### src/rtl/tx_sched_pkg.sv
// Shared types and timebase constants for the transmit scheduler.
// Frame = 12 bit slots of 32 cycles, a 128-cycle SYNC and one IDLE cycle.
package tx_sched_pkg;

    typedef enum logic [1:0] {
        S_IDLE = 2'd0,
        S_RUN  = 2'd1,
        S_LAST = 2'd2
    } sched_state_t;

    localparam int unsigned BIT_LAST     = 31;
    localparam int unsigned SYNC_LAST    = 127;
    localparam int unsigned FRAME_CYCLES = 513;

endpackage

### src/rtl/tx_frame_sched_rr_arbiter.sv
// Purpose: one-hot grant plus index; round-robin, or fixed lowest-index with TX_SCHED_FIXED_PRIO_EN.
// Latency: combinational grant; pointer moves on the clock edge that takes the grant.
// Backpressure: none; advance_i is asserted only when the grant is consumed.
module rr_arbiter #(
    parameter int NREQ = 4,
    parameter int IDW  = $clog2(NREQ)
) (
`ifndef TX_SCHED_FIXED_PRIO_EN
    input  logic            clk_i,
    input  logic            rst_ni,
    input  logic            advance_i,
`endif
    input  logic [NREQ-1:0] req_i,
    output logic [NREQ-1:0] gnt_o,
    output logic [IDW-1:0]  idx_o
);

    logic [IDW-1:0] ptr_q;
    logic [IDW-1:0] idx_hi;
    logic [IDW-1:0] idx_lo;
    logic           found_hi;
    logic           found_lo;

    // Lowest requester at or above the pointer wins; otherwise wrap to the lowest overall.
    always_comb begin
        idx_hi   = '0;
        idx_lo   = '0;
        found_hi = 1'b0;
        found_lo = 1'b0;
        for (int i = NREQ - 1; i >= 0; i--) begin
            if (req_i[i]) begin
                idx_lo   = IDW'(i);
                found_lo = 1'b1;
                if (IDW'(i) >= ptr_q) begin
                    idx_hi   = IDW'(i);
                    found_hi = 1'b1;
                end
            end
        end
        idx_o = found_hi ? idx_hi : idx_lo;
        gnt_o = '0;
        for (int i = 0; i < NREQ; i++) begin
            gnt_o[i] = found_lo && (idx_o == IDW'(i));
        end
    end

`ifdef TX_SCHED_FIXED_PRIO_EN
    assign ptr_q = '0;
`else
    logic [IDW-1:0] ptr_d;

    assign ptr_d = (idx_o == IDW'(NREQ - 1)) ? '0 : idx_o + 1'b1;

    always_ff @(posedge clk_i or negedge rst_ni) begin
        if (!rst_ni) begin
            ptr_q <= '0;
        end else if (advance_i) begin
            ptr_q <= ptr_d;
        end
    end
`endif

endmodule

### src/rtl/tx_frame_sched.sv
// Purpose: arbitrates requesters, loads the fsm_cod encoder and repeats each word REPEATS frames;
// owns the bit/sync timebase. Latency: grant is combinational, encoder regs load on the grant edge.
// Backpressure: requesters hold req_valid until granted. TX_SCHED_FIXED_PRIO_EN selects fixed priority.
module tx_frame_sched
    import tx_sched_pkg::*;
#(
    parameter int NREQ    = 4,
    parameter int REPEATS = 4
) (
    input  logic                    clk_12kHz,
    input  logic                    rst_n,
    input  logic [NREQ-1:0]         req_valid,
    input  logic [8*NREQ-1:0]       req_a01,
    input  logic [8*NREQ-1:0]       req_af,
    input  logic [4*NREQ-1:0]       req_data,
    output logic [NREQ-1:0]         req_gnt,
    output logic                    enc_rst,
    output logic [7:0]              enc_a01,
    output logic [7:0]              enc_af,
    output logic [3:0]              enc_dado,
    input  logic                    enc_start_count,
    input  logic                    enc_start_sync,
    input  logic                    enc_sync_flag,
    output logic [4:0]              bit_count,
    output logic                    bit_fim,
    output logic [6:0]              sync_count,
    output logic                    sync_fim,
    output logic                    busy,
    output logic                    word_done,
    output logic [$clog2(NREQ)-1:0] active_id
);

    localparam int IDW = $clog2(NREQ);

    logic [4:0]     bit_count_q, bit_count_d;
    logic [6:0]     sync_count_q, sync_count_d;
    logic           sync_flag_q;
    sched_state_t   state_q, state_d;
    logic [3:0]     rep_left_q, rep_left_d;
    logic           enc_rst_q, enc_rst_d;
    logic [7:0]     enc_a01_q, enc_a01_d;
    logic [7:0]     enc_af_q, enc_af_d;
    logic [3:0]     enc_dado_q, enc_dado_d;
    logic [IDW-1:0] active_id_q, active_id_d;

    logic [NREQ-1:0] arb_gnt;
    logic [IDW-1:0]  arb_idx;
    logic            any_req;
    logic            sync_rise;
    logic            last_rep;
    logic            grant_en;

    assign bit_count_d  = enc_start_count ? bit_count_q + 5'd1 : 5'd0;
    assign sync_count_d = enc_start_sync ? sync_count_q + 7'd1 : 7'd0;
    assign bit_fim      = enc_start_count & (bit_count_q == 5'(BIT_LAST));
    assign sync_fim     = enc_start_sync & (sync_count_q == 7'(SYNC_LAST));
    assign sync_rise    = enc_sync_flag & ~sync_flag_q;

    assign any_req  = |req_valid;
    assign last_rep = (rep_left_q == 4'd0);
    // A new word is taken from IDLE at once, or at the SYNC edge ending the last repetition.
    assign grant_en = any_req & ((state_q == S_IDLE) |
                                 ((state_q == S_RUN) & sync_rise & last_rep));

    rr_arbiter #(.NREQ(NREQ), .IDW(IDW)) u_arb (
`ifndef TX_SCHED_FIXED_PRIO_EN
        .clk_i     (clk_12kHz),
        .rst_ni    (rst_n),
        .advance_i (grant_en),
`endif
        .req_i     (req_valid),
        .gnt_o     (arb_gnt),
        .idx_o     (arb_idx)
    );

    always_comb begin
        state_d     = state_q;
        rep_left_d  = rep_left_q;
        enc_rst_d   = enc_rst_q;
        enc_a01_d   = enc_a01_q;
        enc_af_d    = enc_af_q;
        enc_dado_d  = enc_dado_q;
        active_id_d = active_id_q;
        if (grant_en) begin
            enc_a01_d   = req_a01[8*arb_idx +: 8];
            enc_af_d    = req_af[8*arb_idx +: 8];
            enc_dado_d  = req_data[4*arb_idx +: 4];
            active_id_d = arb_idx;
            rep_left_d  = 4'(REPEATS - 1);
            enc_rst_d   = 1'b0;
            state_d     = S_RUN;
        end else begin
            case (state_q)
                S_IDLE: enc_rst_d = 1'b1;
                S_RUN: begin
                    if (sync_rise) begin
                        if (!last_rep) rep_left_d = rep_left_q - 4'd1;
                        else           state_d    = S_LAST;
                    end
                end
                S_LAST: begin
                    if (sync_fim) begin
                        enc_rst_d = 1'b1;
                        state_d   = S_IDLE;
                    end
                end
                default: state_d = S_IDLE;
            endcase
        end
    end

    always_ff @(posedge clk_12kHz or negedge rst_n) begin
        if (!rst_n) begin
            bit_count_q  <= '0;
            sync_count_q <= '0;
            sync_flag_q  <= 1'b0;
            state_q      <= S_IDLE;
            rep_left_q   <= '0;
            enc_rst_q    <= 1'b1;
            enc_a01_q    <= '0;
            enc_af_q     <= '0;
            enc_dado_q   <= '0;
            active_id_q  <= '0;
        end else begin
            bit_count_q  <= bit_count_d;
            sync_count_q <= sync_count_d;
            sync_flag_q  <= enc_sync_flag;
            state_q      <= state_d;
            rep_left_q   <= rep_left_d;
            enc_rst_q    <= enc_rst_d;
            enc_a01_q    <= enc_a01_d;
            enc_af_q     <= enc_af_d;
            enc_dado_q   <= enc_dado_d;
            active_id_q  <= active_id_d;
        end
    end

    assign req_gnt    = grant_en ? arb_gnt : '0;
    assign word_done  = (state_q == S_RUN) & sync_rise & last_rep;
    assign busy       = (state_q != S_IDLE);
    assign enc_rst    = enc_rst_q;
    assign enc_a01    = enc_a01_q;
    assign enc_af     = enc_af_q;
    assign enc_dado   = enc_dado_q;
    assign bit_count  = bit_count_q;
    assign sync_count = sync_count_q;
    assign active_id  = active_id_q;

endmodule

### config.mk
export PLATFORM = sky130hd
export DESIGN_NAME = tx_frame_sched
export DESIGN_NICKNAME = d
export VERILOG_FILES = /design/src/rtl/tx_sched_pkg.sv /design/src/rtl/tx_frame_sched_rr_arbiter.sv /design/src/rtl/tx_frame_sched.sv
export SDC_FILE = /design/constraint.sdc
export NUM_CORES = 1
export LEC_CHECK = 0
export CORE_MARGIN = 5
export CORE_UTILIZATION = 39
export DETAILED_ROUTE_END_ITERATION = 12
export GPL_ROUTABILITY_DRIVEN = 0
export GPL_TIMING_DRIVEN = 0
export PLACE_DENSITY_LB_ADDON = 0.1
export SLEW_MARGIN = 15
export SYNTH_ARGS = -nofsm -noshare
export SYNTH_HDL_FRONTEND = slang
export SYNTH_SLANG_ARGS = --single-unit
### constraint.sdc
create_clock -name clk_12kHz -period 2.86 [get_ports clk_12kHz]
set_clock_uncertainty 0.05 [all_clocks]
set_input_delay 0.286 -clock clk_12kHz [delete_from_list [all_inputs] [get_ports clk_12kHz]]
set_output_delay 0.286 -clock clk_12kHz [all_outputs]
set_load 0.01 [all_outputs]
==> reports/qor.tcl, run 1 <==
set qor(routed_via_density) 4.99
set qor(synthArstFlopShare_pct) 100
set qor(yosys_warnings) 0
set qor(floorplan.die.height_um) 89.5
set qor(synth-seq-area-share_pct) 44.7
set qor(grt_util_all_layers_pct) 18.8
set qor(rr_worst_depth) 10
set qor(core-area_um2) 6240
set qor(worst_setup_path_end_kind) {primary output}
set qor(drv_cap) 0
set qor(via_count_of_the_first_global_routing_pass) 2312
set qor(drc_violations_left) 0
set qor(final_core_utilization_pct) 64.9
set qor(ys_ff_latch) 44
set qor(finalHoldWorstSlack_ns) 0.422
set qor(source_to_sink_clock_delay_at_the_later_pin_of_the_worst_skew_pair_ns) 0.29
set qor(vdd_drop_max_mv) 0.378
set qor(cp_slowest_cell) {clkdlybuf4s50_1}
set qor(critical_path.cell_chain) {inv_1 -> ha_1 -> nor3b_2 -> nand3b_1 -> a21oi_2 -> clkbuf_4 -> and2_1 -> clkdlybuf4s50_1}
set qor(area_growth_from_synthesis_to_layout_pct) 64.5
set qor(power.density_nw_per_um2) 743
set qor(wl_met1_um) 3020
set qor(clock-root-buffer) {clkbuf_8}
set qor(drtIter0Drc) 47
set qor(timing.reg2reg.setup_slack_ns) 0.52
set qor(placement.cell_area_um2) 3890
set qor(max_freq_mhz) 367
set qor(timing_worst_setup_path_type) {flop to primary output}
set qor(power.static_leakage_uw) 0.00193
set qor(io_buffer_count) 131
set qor(run_status) {complete, no violations}
set qor(grt_setup_unrepaired) {no}
set qor(nets) 479
set qor(ctsLongestPathBuffers) 2
set qor(postSynthAreaPerCell_um2) 10.4
set qor(cts_inserted_buffers) 5
set qor(timing.hold.worst.class) {input pin to asynchronous set/reset pin}
set qor(detail-route-antenna-nets) 0
set qor(cts.clk_slew.worst_paths_ns) 0.09
set qor(arrival_ns) 2.39
set qor(netlist-cell-type-count) 40
set qor(drt-total-wl_um) 7420
set qor(wl_met3_um) 709
set qor(synth_cells) 236
set qor(final_layout_size_suffix_gt1_share_pct) 8.64
set qor(firstDrtPassIters) 4
set qor(synth_area_um2) 2460
set qor(number_of_flops_mapped_to_enable_cells_by_yosys) 0
set qor(finalCritPeriodShare_pct) 95.3
set qor(top_layer_used) {met4}
set qor(setup_viol) 0
set qor(timing.max_slew.rel_slack_pct) 66.4
set qor(timing.critical_path.from_type) {flop}
set qor(max_stage_delay_ns) 0.55
set qor(report.final.slew_viol_count) 0
set qor(worstMarginPinSlew_ns) 0.505
set qor(grt_max_degree) 27
set qor(synthDominantAreaCellType) {dfrtp_1}
set qor(hold_viol_final) 0
set qor(antenna_cells_inserted) 0
set qor(finalSetupTns_ns) 0
set qor(floorplan.die_area_um2) 8010
set qor(synthFlopType) {dfrtp_1}
set qor(grt_antenna_before_repair) 0
set qor(rows) 29
set qor(final_design_area_no_fill_um2) 4050
set qor(cts-htree-levels) 2
set qor(postSynthNetCount) 334
set qor(tritoncts_num_sinks) 44
set qor(dr_wl_met2_um) 3600
set qor(synth.top_cells.by_area) {dfrtp_1, mux2i_1, o221ai_1, nand2_1, ha_1}
set qor(initial_core_util_pct) 39.5
set qor(timing.critical_path.fanout_max) 10
set qor(place_hpwl_um) 5790
set qor(crit-reg2reg-launch) {rep_left_q[0]}
set qor(cts_tree) {done}
set qor(worst-endpoint-required_ns) 2.52
set qor(num_io_pins) 132
set qor(dr_total_vias) 2292
set qor(period_minus_slack_ns) 2.73
set qor(grt_overflow) 0
set qor(wire_length_of_the_first_global_routing_pass_um) 11500
set qor(die-width_um) 89.5
set qor(crit-reg2reg-capture) {enc_af[0]}
set qor(wl_per_cell_um) 16.2
set qor(synth_top_area_share_pct) 43.7
==> worst max path at each step <==
| stage | cells after the start | end | slack [ns] | startpoint |
|---|---|---|---|---|
| after detailed placement | 8 | req_gnt[3] | -0.08 | rep_left_q[0] |
| final | 8 | req_gnt[1] | 0.13 | rep_left_q[0] |
| after floorplan | 8 | rep_left_q[3] | 0.74 | rep_left_q[0] |
| after global routing | 9 | req_gnt[1] | 0.007 | u_arb.ptr_q[1] |
| after global placement | 7 | req_gnt[1] | -0.07 | req_valid[0] |
| after CTS | 10 | req_gnt[3] | 0.006 | req_valid[0] |
==> Yosys cell counts (all sizes together), types with 3 or more instances <==
cell type,n
dfrtp,43
mux2i,41
nand2,32
o221ai,19
and2,13
ha,9
nor2,9
buf,8
inv,8
clkbuf,6
xnor2,5
nand3,4
o21ai,4
a21oi,3
nor3,3
xor2,3
==> cell type report <==
type                            instances  area [um^2]
Clock buffer                            7         76.3
Tap cell                               77         96.3
Timing Repair Buffer                  138         1380
Clock inverter                          1         5.00
Fill cell                             546         2190
Inverter                                8         30.0
Buffer                                 14         72.6
Sequential cell                        44         1100
Multi-Input combinational cell        170         1290
==> registers in the layout, summed over array words and instances, names as in the netlist <==
| signal | flops |
|---|---|
| enc_rst | 1 |
| bit_count | 5 |
| enc_af | 8 |
| rep_left_q | 4 |
| u_arb.ptr_q | 2 |
| enc_dado | 4 |
| active_id | 2 |
| state_q | 2 |
| sync_count | 7 |
| enc_a01 | 8 |
| sync_flag_q | 1 |
==> critical path: cells and delay by family, from the launching register on <==
family	cells	cell delay (ns)
compound gates	1	0.18
fa+ha+maj	1	0.16
buf+inv	3	0.89
flops	1	0.39
simple gates	3	0.48
==> cells in the final DEF (no fill, tap or decap), types with 2 or more instances in the layout <==
master             n
buf_4              5
xor2_1             3
o221ai_1          19
nor3_1             3
nand3_1            4
a21oi_1            2
xnor2_1            5
and2_1            13
nand2_1           31
buf_2              8
clkbuf_1           7
a21boi_0           2
clkbuf_8           5
and3_1             2
mux2i_1           41
inv_1              8
clkdlybuf4s50_1  127
nor2_1             8
dfrtp_1           43
dlymetal6s2s_1     3
or3_1              2
ha_1               9
nor2b_1            2
o21ai_0            4
==> metal layers <==
| metal | vias to the layer above | track usage [%] |
|---|---|---|
| li1 | 1125 | - |
| met1 | 1071 | 23.5 |
| met2 | 88 | 30.8 |
| met3 | 8 | 7.00 |
| met4 | 0 | 4.60 |
| met5 | - | 0 |
==> kinds of logic after synthesis <==
| kind of cell | Yosys count | share of synthesized area [%] |
|---|---|---|
| xor+xnor | 8 | 2.84 |
| buf+inv | 22 | 3.76 |
| mux | 42 | 17.1 |
| fa+ha+maj | 9 | 4.57 |
| compound gates | 36 | 11.6 |
| flops | 44 | 44.7 |
| simple gates | 75 | 15.3 |
==> power by group <==
group          switching (uW)  internal [uW]
Sequential                137            844
Combinational             781            868
Clock                     210            172
==> metrics by stage <==
step | setup slack [ns] | std cells | power, uW
floorplan | 0.742 | 236 | 1840
global placement | -0.0680 | 444 | 2560
detailed placement | -0.0849 | 445 | 2590
CTS | 0.00648 | 456 | 3020
global route | 0.00654 | 459 | 3240
finish | 0.134 | 459 | 3010
==> timing repair <==
| item | 4_1_cts | 5_1_grt |
|---|---|---|
| hold buffers | 1 | 0 |
| endpoints found under the hold margin | 17 | 0 |
| setup buffers | 2 | 3 |
| endpoints found under the setup margin | 4 | 4 |
| pin swaps | 2 | 1 |
| resized for setup | 5 | 5 |
No activity file was read; power rests on OpenSTA's default activity.
==> run 2: changes to the inputs <==
- PLACE_DENSITY: not set -> 0.8
- PLACE_DENSITY_LB_ADDON: 0.1 -> not set
==> run 2 against run 1 <==
Against the previous run:
- sequential share of layout area increased by 0.15 points
- critical path depth fell by 1
- non-clock buffer count decreased by 4
- clock power is 2% higher
- largest cell class unchanged
- fmax fell by 0.66%
- critical path type unchanged
- via count grew 1.2%
- global-route usage down 0.79 points
- cell count fell by 0.87%
- hold slack better by 0.015 ns
- die area is the same
- routed wire length decreased by 2.1%
- largest power group unchanged
- total power is 0.74% lower
==> reports/qor.tcl, run 2 (same netlist as run 1, synthesis figures left out) <==
set qor(grt_antenna_before_repair) 0 ;# unchanged
set qor(detailedPlace.worstSlack_ns) -0.0668 ;# +0.0181 ns
set qor(grt_overflow) 0 ;# unchanged
set qor(ctsLongestPathBuffers) 2 ;# unchanged
set qor(timing_worst_setup_path_type) {flop to primary output}
set qor(final_design_area_no_fill_um2) 4030 ;# -0.56%
set qor(arrival_ns) 2.41 ;# +0.02 ns
set qor(clock-root-buffer) {clkbuf_8}
set qor(timing.max_slew.rel_slack_pct) 67.2 ;# +0.89 points
set qor(core-area_um2) 6240 ;# unchanged
set qor(final.setup.worst_slack_ns) 0.116 ;# -0.0180 ns
set qor(run_status) {complete, no violations}
set qor(period_minus_slack_ns) 2.74 ;# +0.0180 ns
set qor(worst_setup_path_end_kind) {primary output}
set qor(drt-total-wl_um) 7260 ;# -2.1%
set qor(die-width_um) 89.5 ;# unchanged
set qor(wire_length_of_the_first_global_routing_pass_um) 11100 ;# -3.8%
set qor(drv_cap) 0 ;# unchanged
set qor(worst-endpoint-required_ns) 2.52 ;# about the same
set qor(grt_setup_unrepaired) {no}
set qor(floorplan.die_area_um2) 8010 ;# unchanged
set qor(initial_core_util_pct) 39.5 ;# unchanged
set qor(via_count_of_the_first_global_routing_pass) 2379 ;# +2.9%
set qor(detail-route-antenna-nets) 0 ;# unchanged
set qor(routed_via_density) 5.10 ;# +2.1%
set qor(tritoncts_num_sinks) 44 ;# unchanged
set qor(io_buffer_count) 131 ;# unchanged
set qor(vdd_drop_max_mv) 0.476 ;# +26%
set qor(place_hpwl_um) 5800 ;# +0.27%
set qor(hold_viol_final) 0 ;# unchanged
set qor(cts_inserted_buffers) 5 ;# unchanged
set qor(worstMarginPinSlew_ns) 0.491 ;# -0.0133 ns
set qor(final_cell_mix) {clkdlybuf4s50_1, dfrtp_1, mux2i_1, nand2_1, o221ai_1}
set qor(floorplan.die.height_um) 89.5 ;# unchanged
set qor(grt_util_all_layers_pct) 18.0 ;# -0.79 points
set qor(power.static_leakage_uw) 0.00191 ;# -1.3%
set qor(timing.critical_path.fanout_max) 6 ;# -4
set qor(placement.cell_area_um2) 3890 ;# unchanged
set qor(finalCritPeriodShare_pct) 95.9 ;# +0.63 points
set qor(dr_total_vias) 2320 ;# +1.2%
set qor(grt_max_degree) 26 ;# -3.7%
set qor(cts.clk_slew.worst_paths_ns) 0.08 ;# about the same
set qor(nets) 475 ;# -0.84%
set qor(source_to_sink_clock_delay_at_the_later_pin_of_the_worst_skew_pair_ns) 0.28 ;# about the same
set qor(drtIter0Drc) 43 ;# -8.5%
set qor(cts_tree) {done}
set qor(area_growth_from_synthesis_to_layout_pct) 63.6
set qor(report.final.slew_viol_count) 0 ;# unchanged
set qor(timing.hold.worst.class) {flop to flop}
set qor(layout.cells.most_common) {clkdlybuf4s50_1}
set qor(setup_viol) 0 ;# unchanged
set qor(finalSetupTns_ns) 0 ;# unchanged
set qor(wl_per_cell_um) 16.0 ;# -1.3%
set qor(max_freq_mhz) 364 ;# -0.66%
set qor(antenna_cells_inserted) 0 ;# unchanged
set qor(timing.critical_path.from_type) {flop}
set qor(final_layout_size_suffix_gt1_share_pct) 7.67 ;# -0.97 points
set qor(firstDrtPassIters) 4 ;# unchanged
set qor(rows) 29 ;# unchanged
set qor(num_io_pins) 132 ;# unchanged
set qor(timing.reg2reg.setup_slack_ns) 0.51 ;# about the same
set qor(power.density_nw_per_um2) 742 ;# -0.19%
set qor(cts-htree-levels) 2 ;# unchanged
set qor(drc_violations_left) 0 ;# unchanged
[run 2: metal layers]
metal | track usage, % | vias to the layer above | share of wire [%]
met5 | 0 | - | 0
met4 | 3.79 | 0 | 0.67
met3 | 6.64 | 4 | 10
met2 | 32.6 | 102 | 51
met1 | 20.2 | 1098 | 38
li1 | - | 1116 | -
[run 2: through the flow]
step / hold WS, ns / std cells / utilization, % / power [uW]
5_1_grt: 0.461 / 455 / 64.6 / 3200
4_1_cts: 0.442 / 455 / 64.3 / 3020
3_3_place_gp: 0.411 / 444 / 62.0 / 2540
6_report: 0.437 / 455 / 64.6 / 2990
2_1_floorplan: -0.0596 / 236 / - / 1840
3_5_place_dp: 0.229 / 445 / 62.3 / 2590
[run 2: repair_timing]
action / 4_1_cts / 5_1_grt
pin swaps: 1 / 2
setup buffers: 1 / 1
hold buffers: 1 / 0
setup endpoints to repair: 4 / 4
gates resized for setup: 5 / 6
hold endpoints to repair: 19 / 0
[run 2: final timing paths]
check | start | endpoint | depth (start not counted)
max in group asynchronous | rst_n | enc_rst | 3
setup reg to reg | rep_left_q[0] | enc_af[1] | 10
min in group asynchronous | rst_n | rep_left_q[1] | 2
hold / removal | sync_count[0] | sync_count[0] | 1
setup / recovery | u_arb.ptr_q[1] | req_gnt[0] | 7
hold reg to reg | sync_count[0] | sync_count[0] | 1
[run 2: worst max-delay path, cell delays in order, from the launching register on]
cell and delay, ns:
dfrtp_1 0.36, buf_2 0.16, mux2i_1 0.16, a221oi_4 0.44, inv_1 0.16, ha_1 0.23
and2_1 0.14, clkdlybuf4s50_1 0.48
[run 2: where the power goes]
group | switching [uW] | internal (uW) | leakage (uW)
sequential | 132 | 844 | 0.000552
combinational | 779 | 844 | 0.00131
clock | 193 | 197 | 0.0000455
[run 2: layout make-up]
class	count	area (um^2)
buffer	13	63.8
clock buffer	8	90.1
fill	539	2210
inverter	8	30.0
multi-input combinational	170	1290
sequential	44	1100
tap	77	96.3
timing repair buffer	135	1360
